$ cat src/rtl/wb_pkg.sv
// Shared write-back definitions: default widths, source encodings and the
// buffered entry layout used by the write-back select stage.
package wb_pkg;

   localparam int WB_XLEN = 32;
   localparam int WB_REGW = 5;
   localparam int WB_NSRC = 4;

   // Result source encodings presented on in_sel
   typedef enum logic [1:0] {
      WB_SRC_PC  = 2'd0,
      WB_SRC_ALU = 2'd1,
      WB_SRC_MEM = 2'd2,
      WB_SRC_IMM = 2'd3
   } wb_src_e;

   // One write-back entry as seen by the register file
   typedef struct packed {
      logic               valid;
      logic               we;
      logic [WB_REGW-1:0] rd;
      logic [WB_XLEN-1:0] data;
   } wb_entry_t;

endpackage

$ cat src/rtl/wb_select_stage_if.sv
// Handshake/bus bundle for the write-back select stage.
// Optional macro WB_BYPASS_EN adds the decode-stage forwarding signals.
interface wb_select_stage_if import wb_pkg::*; #(
   parameter int XLEN = WB_XLEN,
   parameter int NSRC = WB_NSRC,
   parameter int REGW = WB_REGW
) ();
   localparam int SELW = $clog2(NSRC);

   logic                 in_valid;
   logic                 in_ready;
   logic [SELW-1:0]      in_sel;
   logic [NSRC*XLEN-1:0] in_src;
   logic [REGW-1:0]      in_rd;
   logic                 in_we;
   logic                 out_valid;
   logic                 out_ready;
   logic [XLEN-1:0]      out_data;
   logic [REGW-1:0]      out_rd;
   logic                 out_we;
`ifdef WB_BYPASS_EN
   logic [REGW-1:0]      rs1_addr;
   logic [REGW-1:0]      rs2_addr;
   logic                 fwd1_hit;
   logic [XLEN-1:0]      fwd1_data;
   logic                 fwd2_hit;
   logic [XLEN-1:0]      fwd2_data;

   modport slave (
      input  in_valid, in_sel, in_src, in_rd, in_we, out_ready, rs1_addr, rs2_addr,
      output in_ready, out_valid, out_data, out_rd, out_we,
             fwd1_hit, fwd1_data, fwd2_hit, fwd2_data
   );
   modport master (
      output in_valid, in_sel, in_src, in_rd, in_we, out_ready, rs1_addr, rs2_addr,
      input  in_ready, out_valid, out_data, out_rd, out_we,
             fwd1_hit, fwd1_data, fwd2_hit, fwd2_data
   );
`else
   modport slave (
      input  in_valid, in_sel, in_src, in_rd, in_we, out_ready,
      output in_ready, out_valid, out_data, out_rd, out_we
   );
   modport master (
      output in_valid, in_sel, in_src, in_rd, in_we, out_ready,
      input  in_ready, out_valid, out_data, out_rd, out_we
   );
`endif
endinterface

$ cat src/rtl/wb_skid_buffer.sv
// Two-entry skid buffer (MAIN drives the output, SKID absorbs one overflow).
// in_ready depends only on registered state, so there is no combinational
// path from out_ready back to the producer.
module wb_skid_buffer import wb_pkg::*; #(
   parameter int W = 8
) (
   input  logic         clk,
   input  logic         rst,
   input  logic         flush,
   input  logic         in_valid,
   output logic         in_ready,
   input  logic [W-1:0] in_data,
   output logic         out_valid,
   input  logic         out_ready,
   output logic [W-1:0] out_data,
   output logic         skid_valid,
   output logic [W-1:0] skid_data
);
   logic         main_valid_q, main_valid_d;
   logic [W-1:0] main_data_q, main_data_d;
   logic         skid_valid_q, skid_valid_d;
   logic [W-1:0] skid_data_q, skid_data_d;
   logic         accept;
   logic         xfer;

   // Next-state: flush wins, then refill MAIN (SKID first, keeping FIFO order), else park input in SKID
   always_comb begin
      accept       = in_valid & ~skid_valid_q;
      xfer         = main_valid_q & out_ready;
      main_valid_d = main_valid_q;
      main_data_d  = main_data_q;
      skid_valid_d = skid_valid_q;
      skid_data_d  = skid_data_q;
      if (flush) begin
         main_valid_d = 1'b0;
         skid_valid_d = 1'b0;
      end else if (!main_valid_q || xfer) begin
         if (skid_valid_q) begin
            // SKID full means in_ready was low, so nothing new can arrive this cycle
            main_valid_d = 1'b1;
            main_data_d  = skid_data_q;
            skid_valid_d = 1'b0;
         end else begin
            main_valid_d = accept;
            if (accept) main_data_d = in_data;
         end
      end else if (accept) begin
         skid_valid_d = 1'b1;
         skid_data_d  = in_data;
      end
   end

   // State registers; payloads keep their last value when invalid so out_* hold
   always_ff @(posedge clk or posedge rst) begin
      if (rst) begin
         main_valid_q <= 1'b0;
         main_data_q  <= '0;
         skid_valid_q <= 1'b0;
         skid_data_q  <= '0;
      end else begin
         main_valid_q <= main_valid_d;
         main_data_q  <= main_data_d;
         skid_valid_q <= skid_valid_d;
         skid_data_q  <= skid_data_d;
      end
   end

   assign in_ready   = ~skid_valid_q;
   assign out_valid  = main_valid_q;
   assign out_data   = main_data_q;
   assign skid_valid = skid_valid_q;
   assign skid_data  = skid_data_q;

endmodule

$ cat src/rtl/wb_select_stage.sv
// Registered write-back stage: selects a result source, qualifies the write
// enable and delivers it to the register file through a 2-entry skid buffer.
// Optional macro WB_BYPASS_EN adds rs1/rs2 forwarding from buffered entries.
module wb_select_stage import wb_pkg::*; #(
   parameter int XLEN = WB_XLEN,
   parameter int NSRC = WB_NSRC,
   parameter int REGW = WB_REGW
) (
   input  logic              clk,
   input  logic              rst,
   input  logic              flush,
   wb_select_stage_if.slave  bus
);
   typedef struct packed {
      logic            we;
      logic [REGW-1:0] rd;
      logic [XLEN-1:0] data;
   } payload_t;

   localparam int PW = $bits(payload_t);

   logic [XLEN-1:0] src_arr [NSRC];
   logic            sel_ok;
   logic [XLEN-1:0] sel_data;
   payload_t        in_pl;
   payload_t        main_pl;
   payload_t        skid_pl;
   logic            main_valid;
   logic            skid_valid;

   for (genvar gi = 0; gi < NSRC; gi++) begin : g_src
      assign src_arr[gi] = bus.in_src[gi*XLEN +: XLEN];
   end

   // Source mux; an out-of-range select yields zero data and suppresses the write
   always_comb begin
      sel_ok   = 1'b0;
      sel_data = '0;
      for (int k = 0; k < NSRC; k++) begin
         if (int'(bus.in_sel) == k) begin
            sel_ok   = 1'b1;
            sel_data = src_arr[k];
         end
      end
   end

   // x0 is never written, but its data is still carried for visibility
   always_comb begin
      in_pl.we   = bus.in_we & sel_ok & (bus.in_rd != '0);
      in_pl.rd   = bus.in_rd;
      in_pl.data = sel_data;
   end

   wb_skid_buffer #(.W(PW)) u_skid (
      .clk        (clk),
      .rst        (rst),
      .flush      (flush),
      .in_valid   (bus.in_valid),
      .in_ready   (bus.in_ready),
      .in_data    (in_pl),
      .out_valid  (main_valid),
      .out_ready  (bus.out_ready),
      .out_data   (main_pl),
      .skid_valid (skid_valid),
      .skid_data  (skid_pl)
   );

   assign bus.out_valid = main_valid;
   assign bus.out_data  = main_pl.data;
   assign bus.out_rd    = main_pl.rd;
   assign bus.out_we    = main_pl.we;

`ifdef WB_BYPASS_EN
   logic [REGW-1:0] rs_addr [2];

   assign rs_addr[0] = bus.rs1_addr;
   assign rs_addr[1] = bus.rs2_addr;

   for (genvar gi = 0; gi < 2; gi++) begin : g_fwd
      logic            hit;
      logic [XLEN-1:0] data;
      // SKID holds the younger entry, so it takes priority over MAIN
      always_comb begin
         hit  = 1'b0;
         data = '0;
         if (rs_addr[gi] != '0) begin
            if (skid_valid && skid_pl.we && skid_pl.rd == rs_addr[gi]) begin
               hit  = 1'b1;
               data = skid_pl.data;
            end else if (main_valid && main_pl.we && main_pl.rd == rs_addr[gi]) begin
               hit  = 1'b1;
               data = main_pl.data;
            end
         end
      end
   end

   assign bus.fwd1_hit  = g_fwd[0].hit;
   assign bus.fwd1_data = g_fwd[0].data;
   assign bus.fwd2_hit  = g_fwd[1].hit;
   assign bus.fwd2_data = g_fwd[1].data;
`else
   logic unused_skid;
   assign unused_skid = ^{skid_valid, skid_pl};
`endif

endmodule
$ cat src/flat_wrapper.sv
// flat-port wrapper written by rule: the top's interface ports become plain ports
module wb_select_stage_flat import wb_pkg::*;
#(
   parameter int XLEN = WB_XLEN,
   parameter int NSRC = WB_NSRC,
   parameter int REGW = WB_REGW
)
  (clk, rst, flush, bus_in_valid, bus_in_sel, bus_in_src, bus_in_rd, bus_in_we, bus_out_ready, bus_in_ready, bus_out_valid, bus_out_data, bus_out_rd, bus_out_we);
  wb_select_stage_if #(.XLEN(XLEN), .NSRC(NSRC), .REGW(REGW)) bus_i ();
  input  logic clk;
  input  logic rst;
  input  logic flush;
  input wire logic [$bits(bus_i.in_valid)-1:0] bus_in_valid;
  input wire logic [$bits(bus_i.in_sel)-1:0] bus_in_sel;
  input wire logic [$bits(bus_i.in_src)-1:0] bus_in_src;
  input wire logic [$bits(bus_i.in_rd)-1:0] bus_in_rd;
  input wire logic [$bits(bus_i.in_we)-1:0] bus_in_we;
  input wire logic [$bits(bus_i.out_ready)-1:0] bus_out_ready;
  output wire logic [$bits(bus_i.in_ready)-1:0] bus_in_ready;
  output wire logic [$bits(bus_i.out_valid)-1:0] bus_out_valid;
  output wire logic [$bits(bus_i.out_data)-1:0] bus_out_data;
  output wire logic [$bits(bus_i.out_rd)-1:0] bus_out_rd;
  output wire logic [$bits(bus_i.out_we)-1:0] bus_out_we;
  assign bus_i.in_valid = bus_in_valid;
  assign bus_i.in_sel = bus_in_sel;
  assign bus_i.in_src = bus_in_src;
  assign bus_i.in_rd = bus_in_rd;
  assign bus_i.in_we = bus_in_we;
  assign bus_i.out_ready = bus_out_ready;
  assign bus_in_ready = bus_i.in_ready;
  assign bus_out_valid = bus_i.out_valid;
  assign bus_out_data = bus_i.out_data;
  assign bus_out_rd = bus_i.out_rd;
  assign bus_out_we = bus_i.out_we;
  wb_select_stage #(.XLEN(XLEN), .NSRC(NSRC), .REGW(REGW)) u_core (.clk(clk), .rst(rst), .flush(flush), .bus(bus_i));
endmodule
$ cat config.mk
export PLATFORM = sky130hd
export DESIGN_NAME = wb_select_stage_flat
export DESIGN_NICKNAME = d
export VERILOG_FILES = /design/src/rtl/wb_pkg.sv /design/src/rtl/wb_select_stage_if.sv /design/src/rtl/wb_skid_buffer.sv /design/src/rtl/wb_select_stage.sv /design/src/flat_wrapper.sv
export SDC_FILE = /design/constraint.sdc
export NUM_CORES = 1
export LEC_CHECK = 0
export CORE_ASPECT_RATIO = 1.2
export CORE_MARGIN = 3
export CORE_UTILIZATION = 39
export CTS_CLUSTER_DIAMETER = 80
export DETAILED_ROUTE_END_ITERATION = 7
export MAX_ROUTING_LAYER = met4
export PLACE_DENSITY_LB_ADDON = 0.1
export RECOVER_POWER = 25
export SETUP_SLACK_MARGIN = 0.1
export SKIP_CTS_REPAIR_TIMING = 1
export SLEW_MARGIN = 10
export SYNTH_ARGS = -nofsm -noshare
export SYNTH_HDL_FRONTEND = slang
export SYNTH_HIERARCHICAL = 1
export SYNTH_SLANG_ARGS = --single-unit
$ cat constraint.sdc
create_clock -name clk -period 2.5 [get_ports clk]
set_input_delay 0.5 -clock clk [delete_from_list [all_inputs] [get_ports clk]]
set_output_delay 0.5 -clock clk [all_outputs]
set_load 0.02 [all_outputs]
# --- After elaboration in Yosys (flattened, before gate mapping) ---
# Index checks and enable logic that the tools add are counted.
totals:
  inputBits: 141
  regBits: 78
  word_cells: 39
  out_inout_bits: 40
op_classes:
  eq_ne: 3
  muxes: 16
  n_reduce_logical: 9
  bitwise: 7
op_table:
  columns: ["cell", "n"]
  rows:
  - ["$mux 32", 4]
  - ["$mux 38", 2]
  - ["$mux 1", 10]
  - ["$reduce_and 3->1", 2]
  - ["$reduce_bool 5->1", 1]
  - ["$and 1x1->1", 4]
  - ["$eq 2x2->1 const B", 2]
  - ["$reduce_bool 2->1", 2]
  - ["$not 1->1", 3]
  - ["$reduce_bool 3->1", 1]
  - ["$eq 2x1->1 const B", 1]
  - ["$logic_not 2->1", 1]
  - ["$logic_not 1->1", 1]
  - ["$logic_or 1x1->1", 1]

# --- Longest topological paths before layout ---
logic_depth:
  depth_word: 9
  ltp_mapped: 5

# --- Hierarchy ---
# Netlist, hierarchy kept.
modules_own_cells:
  columns: ["mod", "instances", "area_per_inst_um2", "cells_per_inst", "seq_area_each_um2"]
  rows:
  - ["wb_skid_buffer", 1, 3459.6, 213, 1951.9]
  - ["wb_select_stage", 1, 829.5, 41, 0.0]

# --- Worst setup path after synthesis ---
# No wires, ideal clock.
synth_timing:
  kind: "input port to flip-flop"
  from: "in bus_in_sel[0]"
  to: "reg u_core.u_skid.main_data_q[17], in the netlist u_core/u_skid/out_data[17]"
  setup_ns: 0.127
  path_slack_ns: 0.580
  required_ns: 2.373
  arrival_ns: 1.793
  stages: 5
  n_path_buf: 2
  cell_sequence: "buf_6 -> buf_12 -> mux4_2 -> mux2_2 -> mux2_1"
synth_lines:
  columns: ["item", "line_no", "rtl"]
  rows:
  - ["start: declaration", "flat_wrapper.sv:14", "input wire logic [$bits(bus_i.in_sel)-1:0] bus_in_sel;"]
  - ["end signal: assignment", "wb_skid_buffer.sv:62", "main_data_q <= main_data_d;"]
  - ["end: declaration", "wb_skid_buffer.sv:20", "logic [W-1:0] main_data_q, main_data_d;"]

# --- Worst setup path after layout ---
layout_timing:
  from: "reg u_core.u_skid.skid_valid_q, in the netlist u_core/u_skid/skid_valid"
  to: "out bus_in_ready"
layout_via:
  elab_chain_cells: 1
layout_lines:
  columns: ["item", "line_no", "rtl"]
  rows:
  - ["start: declaration", "wb_skid_buffer.sv:21", "logic skid_valid_q, skid_valid_d;"]
  - ["start signal: assignment", "wb_skid_buffer.sv:63", "skid_valid_q <= skid_valid_d;"]
  - ["$not 1->1", "wb_skid_buffer.sv:68", "assign in_ready = ~skid_valid_q;"]
  - ["end: declaration", "flat_wrapper.sv:19", "output wire logic [$bits(bus_i.in_ready)-1:0] bus_in_ready;"]
# Every way passes these cells.

==> results by group <==
Global routing
  • Pin count of the biggest net entering global routing: 33
  • First-pass GRT wire length: 16,200 um
  • Initial antenna violation count: 0
  • Total gr overflow: 0
  • Total GRT Usage: 17.6%
  • Number of global-route vias before repair: 3,244

Timing
  • Pins over their slew limit: 0
  • Final hold viol count: 0
  • Peak Freq: 473 MHz
  • Unrepaired setup endpoints after global routing: no
  • Final Setup Violations: 0
  • Fin crit period: 2.11 ns
  • Final hold slack: 0.481 ns
  • Relative slew margins: 13.6%
  • Setup tns final: 0 ns
  • Worst-margin pin slew: 1.29 ns
  • Skew final: 0.00375 ns
  • Fin crit share: 84.5%

Final layout
  • ANT cells: 0
  • Non-Filler Instances: 569
  • Core Util, Final: 61.2%
  • Area growth from synthesis to layout: 51.5%
  • Fin nets: 577
  • Commonest cells after routing, fill and taps aside: clkdlybuf4s50_1, dfrtp_1, mux2_2, mux2_1, mux4_2
  • Share of post-route cells with drive strength above 1: 32.5%
  • Fill cells: 846
  • Leading cell type in the layout, fill and taps excluded: clkdlybuf4s50_1

Detailed routing
  • DRC Markers: 0
  • Initial DRT Pass Iterations: 3
  • Final WL: 10,100 um
  • Via density: 5.14
  • WL per Instance: 17.7 um
  • Initial DRC Count: 77
  • Vias: 2,926
  • Post-route ant nets: 0

Floorplanning
  • I/O pins: 181
  • Die Wd: 102 um
  • Die area: 12,300 um^2
  • Initial Util: 40.4%
  • Core area: 10,600 um^2
  • Die H: 121 um
  • Rows: 41

Clocking
  • CTS tree: done
  • Worst-skew pair later-pin latency: 0.33 ns
  • # H-tree levels: 3
  • Sink Count: 78
  • Root Driver: clkbuf_16
  • CTS max path bufs: 2
  • Worst-path clk slew: 0.06 ns
  • CTS buffer count: 9

Logic synthesis
  • Sequential fraction of the synthesis area: 45.5%
  • Synth Warn #: 6
  • Synthesized area per cell: 16.9 um^2
  • Mapped Nets: 395
  • Yosys cell types: 21
  • Mapped Area: 4290 um^2
  • FF+latch count, synth: 78
  • Synthesized instance count: 254

Power and ir drop
  • Power per Cell Area: 671 nW/um^2
  • Max IR drop VDD: 0.000402 V
  • Cell leakage power: 2.57 nW

Job
  • Max Cap Violations: 0

Place
  • Cell total after placement: 554
  • Placed wire-length estimate: 7730 um
  • Gpl congestion: 0.713
  • I/O Buffers: 180

Status
  • Status: finished clean

Worst hold path
  • Worst Hold Class: reg2reg

Setup path
  • Crit path launch type: flip-flop
  • Req. time, crit path: 2.00 ns
  • Setup CP Type: reg2out
  • Worst EP arrival: 1.61 ns
  • Critical Path End Type: output pin
  • CP Max Fanout: 16
[layout make-up]
type / instances / area [um^2] / area share [%]
clock buffers: 11 / 233 / 3.58
clock inverters: 4 / 72.6 / 1.12
inverters: 2 / 8.76 / 0.135
multi-input cells: 155 / 2130 / 32.8
flip-flops and latches: 78 / 1950 / 30.0
well taps: 129 / 161 / 2.48
repair buffers: 190 / 1940 / 29.9
[worst paths after layout]
path                                                              start                                 endpoint  slack, ns  cells after the start
worst max register to register     u_core/u_skid/skid_valid$_DFFE_PP0P_   u_core/u_skid/out_data[37]$_DFFE_PP0P_       0.78                      4
worst min-delay path            u_core/u_skid/skid_data[28]$_DFFE_PP0P_  u_core/u_skid/skid_data[28]$_DFFE_PP0P_       0.48                      1
worst max-delay path               u_core/u_skid/skid_valid$_DFFE_PP0P_                             bus_in_ready       0.39                      2
worst min register to register  u_core/u_skid/skid_data[28]$_DFFE_PP0P_  u_core/u_skid/skid_data[28]$_DFFE_PP0P_       0.48                      1
min in group asynchronous                                           rst  u_core/u_skid/skid_data[15]$_DFFE_PP0P_       0.90                      2
max in group asynchronous                                           rst    u_core/u_skid/out_data[7]$_DFFE_PP0P_       0.90                      3
[state kept, by name, indices dropped and copies added, names as in the netlist]
register                  count
u_core/u_skid/skid_data      38
u_core/u_skid/out_data       38
u_core/u_skid/skid_valid      1
u_core/u_skid/out_valid       1
[power by group]
| group | leakage [nW] | total, W | internal, W | switching [W] |
|---|---|---|---|---|
| logic | 1.49 | 0.00129 | 0.000808 | 0.000483 |
| registers | 0.938 | 0.00173 | 0.00158 | 0.000147 |
| clock network | 0.146 | 0.00134 | 0.000867 | 0.000475 |
| total | 2.57 | 0.00436 | 0.00326 | 0.00111 |
[metrics by stage]
| stage | power, W | cell area [um^2] | worst slack (ns) |
|---|---|---|---|
| after global placement | 0.00303 | 6200 | 0.234 |
| after floorplan | 0.00243 | 4290 | 0.580 |
| after CTS | 0.00443 | 6510 | 0.358 |
| after global routing | 0.00460 | 6500 | 0.323 |
| final | 0.00436 | 6500 | 0.387 |
| after detailed placement | 0.00307 | 6200 | 0.189 |
[worst max-delay path: stages, from the launching register on]
cell	delay [ns]
dfrtp_2	0.55
inv_1	0.09
clkdlybuf4s50_1	0.64
[cell families after synthesis]
| family | synth area share (%) |
|---|---|
| buffers and inverters | 4.81 |
| AO/OA/AOI/OAI | 0.292 |
| AND/OR/NAND/NOR | 1.69 |
| flip-flops | 45.5 |
| multiplexers | 47.7 |
[metal layers]
layer / track usage (%) / wire [um]
met1: 20.5 / 3840
met2: 31.0 / 5490
met3: 2.82 / 588
met4: 5.49 / 134
met5: - / 0
[cells in the mapped netlist, drive strengths merged]
master,instances,area (um^2)
inv,2,7.51
or4,1,7.51
a21oi,1,5.00
nor2,1,6.26
dfrtp,78,1950
nor3,2,15.0
buf,19,199
mux4,32,728
nor4b,1,23.8
nor2b,1,6.26
nand2b,1,13.8
mux2,114,1320
o21a,1,7.51
No activity file was read; power rests on OpenSTA's default activity.
